<file path="src/rtl/rx_iod_bitalign_pkg.sv">
// Shared types and constants for the multi-lane RX IOD bit-alignment trainer.
// Latency: n/a (declarations only).
// Backpressure: n/a.
package rx_iod_bitalign_pkg;

    typedef enum logic [3:0] {
        IDLE,
        LOAD,
        CLEAR,
        SETTLE,
        SAMPLE,
        STEP,
        EVAL,
        BACK,
        FAILLOAD,
        NEXT,
        DONE
    } state_e;

    localparam logic DIR_INC = 1'b1;
    localparam logic DIR_DEC = 1'b0;

    // Bits needed to hold any tap index 0..tap_max (never less than one bit).
    function automatic int tap_width(input int tap_max);
        return (tap_max < 1) ? 1 : $clog2(tap_max + 1);
    endfunction

endpackage

</file>
<file path="src/rtl/bitalign_window_tracker.sv">
// Tracks the first contiguous clean eye window seen during one lane's tap sweep.
// Latency: window registers update one cycle after a sample; width/centre/pass are combinational.
// Backpressure: none; the trainer only samples once per tap, cleared on every lane load.
module bitalign_window_tracker
    import rx_iod_bitalign_pkg::*;
#(
    parameter int TAP_W   = 7,
    parameter int WIN_MIN = 4
) (
    input  logic             clk_i,
    input  logic             arst_n_i,
    input  logic             clr_i,
    input  logic             smp_i,
    input  logic             clean_i,
    input  logic [TAP_W-1:0] tap_i,
    output logic             in_win_o,
    output logic [TAP_W-1:0] centre_o,
    output logic             pass_o
);

    logic             in_win_q, in_win_d;
    logic [TAP_W-1:0] start_q, start_d;
    logic [TAP_W-1:0] end_q, end_d;
    logic [TAP_W:0]   width;
    logic [TAP_W:0]   sum;

    // Window next-state: open on the first clean tap, extend while clean.
    always_comb begin
        in_win_d = in_win_q;
        start_d  = start_q;
        end_d    = end_q;
        if (clr_i) begin
            in_win_d = 1'b0;
            start_d  = '0;
            end_d    = '0;
        end else if (smp_i && clean_i) begin
            if (!in_win_q) begin
                start_d  = tap_i;
                in_win_d = 1'b1;
            end
            end_d = tap_i;
        end
    end

    // Window state registers.
    always_ff @(posedge clk_i or negedge arst_n_i) begin
        if (!arst_n_i) begin
            in_win_q <= 1'b0;
            start_q  <= '0;
            end_q    <= '0;
        end else begin
            in_win_q <= in_win_d;
            start_q  <= start_d;
            end_q    <= end_d;
        end
    end

    // Width and centre use one extra bit so a full-range window cannot wrap.
    always_comb begin
        width    = {1'b0, end_q} - {1'b0, start_q} + (TAP_W+1)'(1);
        sum      = {1'b0, start_q} + {1'b0, end_q};
        centre_o = sum[TAP_W:1];
        in_win_o = in_win_q;
        pass_o   = in_win_q && (width >= (TAP_W+1)'(WIN_MIN));
    end

endmodule

</file>
<file path="src/rtl/rx_iod_multilane_bitalign.sv">
// Trains each RX IOD lane in turn: sweep taps up, find first clean eye window, park at its centre.
// Latency: per lane roughly (TAP sweep x (SETTLE_CYCLES+3)) + 2 cycles per decrement back to centre.
// Backpressure: none; TRAIN_START is ignored while busy, IOD pulses are fire-and-forget.
module rx_iod_multilane_bitalign
    import rx_iod_bitalign_pkg::*;
#(
    parameter  int NUM_LANES     = 4,
    parameter  int TAP_MAX       = 127,
    parameter  int SETTLE_CYCLES = 8,
    parameter  int WIN_MIN       = 4,
    localparam int TAP_W         = tap_width(TAP_MAX)
) (
    input  logic                       FAB_CLK,
    input  logic                       ARST_N,
    input  logic                       TRAIN_START,
    output logic                       TRAIN_BUSY,
    output logic                       TRAIN_DONE,
    output logic [NUM_LANES-1:0]       LANE_FAIL,
    output logic [NUM_LANES*TAP_W-1:0] LANE_TAP,
    input  logic [NUM_LANES-1:0]       EYE_MONITOR_EARLY,
    input  logic [NUM_LANES-1:0]       EYE_MONITOR_LATE,
    input  logic [NUM_LANES-1:0]       DELAY_LINE_OUT_OF_RANGE,
    output logic [NUM_LANES-1:0]       EYE_MONITOR_CLEAR_FLAGS,
    output logic [NUM_LANES-1:0]       DELAY_LINE_MOVE,
    output logic [NUM_LANES-1:0]       DELAY_LINE_DIRECTION,
    output logic [NUM_LANES-1:0]       DELAY_LINE_LOAD
);

    localparam int LANE_W = (NUM_LANES > 1) ? $clog2(NUM_LANES) : 1;
    localparam int CNT_W  = $clog2(SETTLE_CYCLES + 1);

    state_e                     state_q, state_d;
    logic [LANE_W-1:0]          lane_q, lane_d;
    logic [TAP_W-1:0]           tap_q, tap_d;
    logic [TAP_W-1:0]           centre_q, centre_d;
    logic [CNT_W-1:0]           cnt_q, cnt_d;
    logic                       gap_q, gap_d;
    logic                       busy_q, busy_d;
    logic                       done_q, done_d;
    logic [NUM_LANES-1:0]       fail_q, fail_d;
    logic [NUM_LANES*TAP_W-1:0] lane_tap_q, lane_tap_d;

    logic             clean;
    logic             oor;
    logic             at_max;
    logic             win_open;
    logic             win_pass;
    logic [TAP_W-1:0] win_centre;

    assign clean  = !EYE_MONITOR_EARLY[lane_q] && !EYE_MONITOR_LATE[lane_q];
    assign oor    = DELAY_LINE_OUT_OF_RANGE[lane_q];
    assign at_max = (tap_q == TAP_W'(TAP_MAX));

    bitalign_window_tracker #(
        .TAP_W   (TAP_W),
        .WIN_MIN (WIN_MIN)
    ) u_win (
        .clk_i    (FAB_CLK),
        .arst_n_i (ARST_N),
        .clr_i    (state_q == LOAD),
        .smp_i    (state_q == SAMPLE),
        .clean_i  (clean),
        .tap_i    (tap_q),
        .in_win_o (win_open),
        .centre_o (win_centre),
        .pass_o   (win_pass)
    );

    // IOD control pulses decoded from state; only the active lane's bit can ever be set.
    always_comb begin
        DELAY_LINE_LOAD         = '0;
        EYE_MONITOR_CLEAR_FLAGS = '0;
        DELAY_LINE_MOVE         = '0;
        DELAY_LINE_DIRECTION    = '0;
        case (state_q)
            LOAD, FAILLOAD: DELAY_LINE_LOAD[lane_q] = 1'b1;
            CLEAR:          EYE_MONITOR_CLEAR_FLAGS[lane_q] = 1'b1;
            STEP: begin
                DELAY_LINE_MOVE[lane_q]      = 1'b1;
                DELAY_LINE_DIRECTION[lane_q] = DIR_INC;
            end
            BACK: begin
                if (!gap_q && (tap_q != centre_q)) begin
                    DELAY_LINE_MOVE[lane_q]      = 1'b1;
                    DELAY_LINE_DIRECTION[lane_q] = DIR_DEC;
                end
            end
            default: ;
        endcase
    end

    // Training sequencer next-state logic.
    always_comb begin
        state_d    = state_q;
        lane_d     = lane_q;
        tap_d      = tap_q;
        centre_d   = centre_q;
        cnt_d      = cnt_q;
        gap_d      = gap_q;
        busy_d     = busy_q;
        done_d     = done_q;
        fail_d     = fail_q;
        lane_tap_d = lane_tap_q;
        case (state_q)
            IDLE: begin
                if (TRAIN_START) begin
                    lane_d     = '0;
                    fail_d     = '0;
                    lane_tap_d = '0;
                    done_d     = 1'b0;
                    busy_d     = 1'b1;
                    state_d    = LOAD;
                end
            end
            LOAD: begin
                tap_d   = '0;
                state_d = CLEAR;
            end
            CLEAR: begin
                cnt_d   = '0;
                state_d = SETTLE;
            end
            SETTLE: begin
                if (cnt_q == CNT_W'(SETTLE_CYCLES - 1)) begin
                    state_d = SAMPLE;
                end else begin
                    cnt_d = cnt_q + CNT_W'(1);
                end
            end
            SAMPLE: begin
                // A clean tap that coincides with saturation is still counted by the tracker.
                if ((!clean && win_open) || oor || at_max) begin
                    state_d = EVAL;
                end else begin
                    state_d = STEP;
                end
            end
            STEP: begin
                tap_d   = tap_q + TAP_W'(1);
                state_d = CLEAR;
            end
            EVAL: begin
                if (win_pass) begin
                    centre_d = win_centre;
                    gap_d    = 1'b0;
                    state_d  = BACK;
                end else begin
                    fail_d[lane_q]                      = 1'b1;
                    lane_tap_d[lane_q*TAP_W +: TAP_W] = '0;
                    state_d                             = FAILLOAD;
                end
            end
            BACK: begin
                // Decrement pulses are spaced by one idle cycle for the delay line.
                if (tap_q == centre_q) begin
                    lane_tap_d[lane_q*TAP_W +: TAP_W] = centre_q;
                    state_d                             = NEXT;
                end else if (!gap_q) begin
                    tap_d = tap_q - TAP_W'(1);
                    gap_d = 1'b1;
                end else begin
                    gap_d = 1'b0;
                end
            end
            FAILLOAD: state_d = NEXT;
            NEXT: begin
                if (lane_q == LANE_W'(NUM_LANES - 1)) begin
                    state_d = DONE;
                end else begin
                    lane_d  = lane_q + LANE_W'(1);
                    state_d = LOAD;
                end
            end
            DONE: begin
                busy_d  = 1'b0;
                done_d  = 1'b1;
                state_d = IDLE;
            end
            default: state_d = IDLE;
        endcase
    end

    // Sequencer state and result registers; reset discards any partial result.
    always_ff @(posedge FAB_CLK or negedge ARST_N) begin
        if (!ARST_N) begin
            state_q    <= IDLE;
            lane_q     <= '0;
            tap_q      <= '0;
            centre_q   <= '0;
            cnt_q      <= '0;
            gap_q      <= 1'b0;
            busy_q     <= 1'b0;
            done_q     <= 1'b0;
            fail_q     <= '0;
            lane_tap_q <= '0;
        end else begin
            state_q    <= state_d;
            lane_q     <= lane_d;
            tap_q      <= tap_d;
            centre_q   <= centre_d;
            cnt_q      <= cnt_d;
            gap_q      <= gap_d;
            busy_q     <= busy_d;
            done_q     <= done_d;
            fail_q     <= fail_d;
            lane_tap_q <= lane_tap_d;
        end
    end

    assign TRAIN_BUSY = busy_q;
    assign TRAIN_DONE = done_q;
    assign LANE_FAIL  = fail_q;
    assign LANE_TAP   = lane_tap_q;

endmodule
</file>
<file path="config.mk">
export PLATFORM = sky130hd
export DESIGN_NAME = rx_iod_multilane_bitalign
export DESIGN_NICKNAME = d
export VERILOG_FILES = /design/src/rtl/rx_iod_bitalign_pkg.sv /design/src/rtl/bitalign_window_tracker.sv /design/src/rtl/rx_iod_multilane_bitalign.sv
export SDC_FILE = /design/constraint.sdc
export NUM_CORES = 1
export LEC_CHECK = 0
export ABC_AREA = 1
export BUFFER_PORTS_ARGS = -buffer_cell sky130_fd_sc_hd__clkbuf_2
export CELL_PAD_IN_SITES_DETAIL_PLACEMENT = 0
export CELL_PAD_IN_SITES_GLOBAL_PLACEMENT = 1
export CORE_MARGIN = 4
export CORE_UTILIZATION = 38
export DETAILED_ROUTE_END_ITERATION = 8
export GPL_TIMING_DRIVEN = 0
export MAX_ROUTING_LAYER = met4
export PLACE_DENSITY = 0.78
export SLEW_MARGIN = 20
export SYNTH_ARGS = -nofsm -noshare
export SYNTH_HDL_FRONTEND = slang
export SYNTH_SLANG_ARGS = --single-unit
</file>
<file path="constraint.sdc">
create_clock -name FAB_CLK -period 2.6 [get_ports FAB_CLK]
set_clock_uncertainty 0.2 [all_clocks]
set_input_delay 0.26 -clock FAB_CLK [delete_from_list [all_inputs] [get_ports FAB_CLK]]
set_output_delay 0.26 -clock FAB_CLK [all_outputs]
set_load 0.005 [all_outputs]
</file>
==> metrics.yaml <==
timing:
  setup_tns_ns: -5.67
  timing.hold.ws_ns: 0.0731
  worst_slack_ns: -0.187
  timing.final.crit_share_pct: 107
  tightestPinTransition_ns: 0.617
  drv_slew: 0
  setup_viol: 39
  max_freq_mhz: 359
  min_period_ns: 2.79
  slew_headroom_pct: 58.9
  rsz0062_at_grt: "true"
  hold_viol: 0
cts:
  tritoncts: "yes"
  cts.path.max_buffers: 2
  cts.sinks: 74
  cts.clk_slew.worst_paths_ns: 0.06
  htree_levels: 3
  cts-buffers-inserted: 9
  clk-insertion-delay-late_ns: 0.34
  clockRootBuffer: "clkbuf_16"
grt:
  grt_pass1_vias: 4498
  grt_start_max_net_pins: 49
  grt_pass1_wl_um: 22000
  grt.overflow.total: 0
  antenna_found_initial: 0
  gr-usage-all-layers_pct: 19.8
floorplan:
  die-area_um2: 14200
  die_h_um: 119
  start_util_pct: 39.0
  die_w_um: 119
  row_count: 40
  fp.coreArea_um2: 12100
  ioPinCount: 65
run:
  maxCapViolations: 0
layout:
  layout_commonest_cell: "nand2_1"
  final_cell_mix: "133 x nand2_1, 74 x dfrtp_1, 71 x nand3_1"
  area_growth_pct: 29.0
  drive_above_1_share_pct: 25.1
  diodes: 0
  final_nets: 777
  stdcell_count: 901
  fin_area_um2: 6070
outcome:
  failed_checks: "setup timing"
  status: "finished with violations"
logic_synthesis:
  postSynthAreaPerCell_um2: 7.41
  ys_seq_elements: 74
  netlist.top_cell.by_area: "dfrtp_1"
  ys_types: 36
  netlist_area_um2: 4700
  synth_nets: 683
  yosysWarnings: 0
  synth-seq-area-share_pct: 39.4
  syn-instance-count: 635
  synth_top_area_share_pct: 39.4
  ys_top_cells_by_area: "dfrtp_1 39%, nand2_1 13%, nand3_1 9.4%"
route:
  wl_met1_um: 5900
  met3_length_um: 579
  drt-initial-drc-count: 352
  detail-route-antenna-nets: 0
  drt-pass1-iter-count: 6
  wl_met2_um: 6490
  viasPerCell: 5.07
  drt-total-wl_um: 13300
  remaining_drc_errors: 0
  top_layer: "met4"
  wire_per_inst_um: 14.8
  vias: 4567
setup_path:
  start_kind: "flip-flop"
  critPathMaxFanout: 3
  crit_type: "flip-flop to flip-flop"
  cp.required_ns: 2.67
  end_kind: "flip-flop"
  crit_arrival_ns: 2.86
power:
  power_density_nw_per_um2: 941
  p_leak_nw: 3.05
  vdd_drop_max_mv: 0.873
  power.total_mw: 5.71
placed_design:
  portBuffers: 64
  dp_hpwl_um: 9710
  dpl_cell_area_um2: 5290
  dp_cells: 868
  gp_congestion: 0.881
hold_path:
  hold_class: "input pin to flip-flop"
## cells by family (layout without fill, tap and decap cells)
kind of cell | after synthesis | in the layout | share of synthesized area (%)
xor+xnor | 16 | 16 | 2.98
mux | 5 | 5 | 1.20
buf+inv | 85 | 182 | 7.21
simple gates | 333 | 334 | 29.7
flops | 74 | 74 | 39.4
compound gates | 89 | 89 | 10.3
fa+ha+maj | 33 | 33 | 9.26
## layout make-up
cell class,count,area (um2)
clock inverters,2,35.0
plain buffers,16,128
flip-flops and latches,74,1850
fillers,1190,6000
well taps,168,210
multi-input cells,477,2790
clock buffers,13,270
inverters,68,258
repair buffers,83,528
## metal layers
metal	vias to the layer above	global-route usage, %
met3	29	3.04
met5	-	-
li1	2253	-
met4	0	9.41
met1	2156	24.1
met2	129	32.1
## critical path, cell delays in order, from the launching register on
cell     delay (ns)
dfrtp_1        0.40
ha_4           0.28
inv_4          0.03
ha_4           0.15
fa_2           0.35
nand2_2        0.09
nand2_1        0.09
nand3_1        0.08
nand3_1        0.09
nor2_2         0.11
nand3_2        0.12
nand2_2        0.10
nand2_4        0.08
buf_4          0.18
nand2_4        0.08
buf_4          0.12
nand3_1        0.07
nand2_1        0.09
## metrics by stage
stage / setup slack (ns) / util (%)
2_1_floorplan: 0.00825 / -
3_3_place_gp: -0.503 / 43.6
3_5_place_dp: -0.542 / 43.9
4_1_cts: -0.250 / 48.5
5_1_grt: -0.310 / 50.3
6_report: -0.187 / 50.3
## Yosys cell counts, drive strengths merged
cell type,instances
nand2,163
nand3,88
dfrtp,74
nor2,73
inv,68
o21ai,53
ha,30
a21oi,22
buf,13
xnor2,10
xor2,6
mux2,5
clkbuf,4
fa,3
nand4,3
nor3,3
o31ai,3
o21a,2
o22ai,2
a211oi,1
a21boi,1
a21o,1
a221oi,1
a22o,1
a31oi,1
nor3b,1
nor4,1
o21bai,1
or2,1
## registers in the layout, indices dropped and copies added (netlist names), 2 cells and up
register,count
LANE_FAIL,4
LANE_TAP,28
centre_q,7
cnt_q,4
lane_q,2
state_q,4
tap_q,7
u_win.end_q,7
u_win.start_q,7
## power breakdown
| part | switching [mW] | internal (mW) |
|---|---|---|
| sequential | 0.141 | 1.29 |
| clock | 0.466 | 0.815 |
| combinational | 1.83 | 1.16 |
## worst paths after layout
kind	to	slack, ns	start	depth (start not counted)
max in group asynchronous	centre_q[1]$_DFFE_PN0P_	1.40	ARST_N	3
max reg2reg	LANE_FAIL[2]$_DFFE_PN0P_	-0.19	u_win.start_q[1]$_DFFE_PN0P_	17
max	LANE_FAIL[2]$_DFFE_PN0P_	-0.19	u_win.start_q[1]$_DFFE_PN0P_	17
min reg2reg	LANE_TAP[3]$_DFFE_PN0P_	0.31	LANE_TAP[3]$_DFFE_PN0P_	2
min in group asynchronous	LANE_TAP[15]$_DFFE_PN0P_	0.21	ARST_N	2
min	TRAIN_BUSY$_DFFE_PN0P_	0.07	TRAIN_START	3
## what timing repair did
item / in CTS / in global routing
resized for setup: 37 / 53
pin swaps: 15 / 31
gates cloned: 4 / 1
endpoints found under the hold margin: 26 / 0
buffers inserted: 11 / 2
hold buffers: 1 / 0
setup endpoints to repair: 48 / 63
Note: power is estimated with default switching activity, not from simulation.
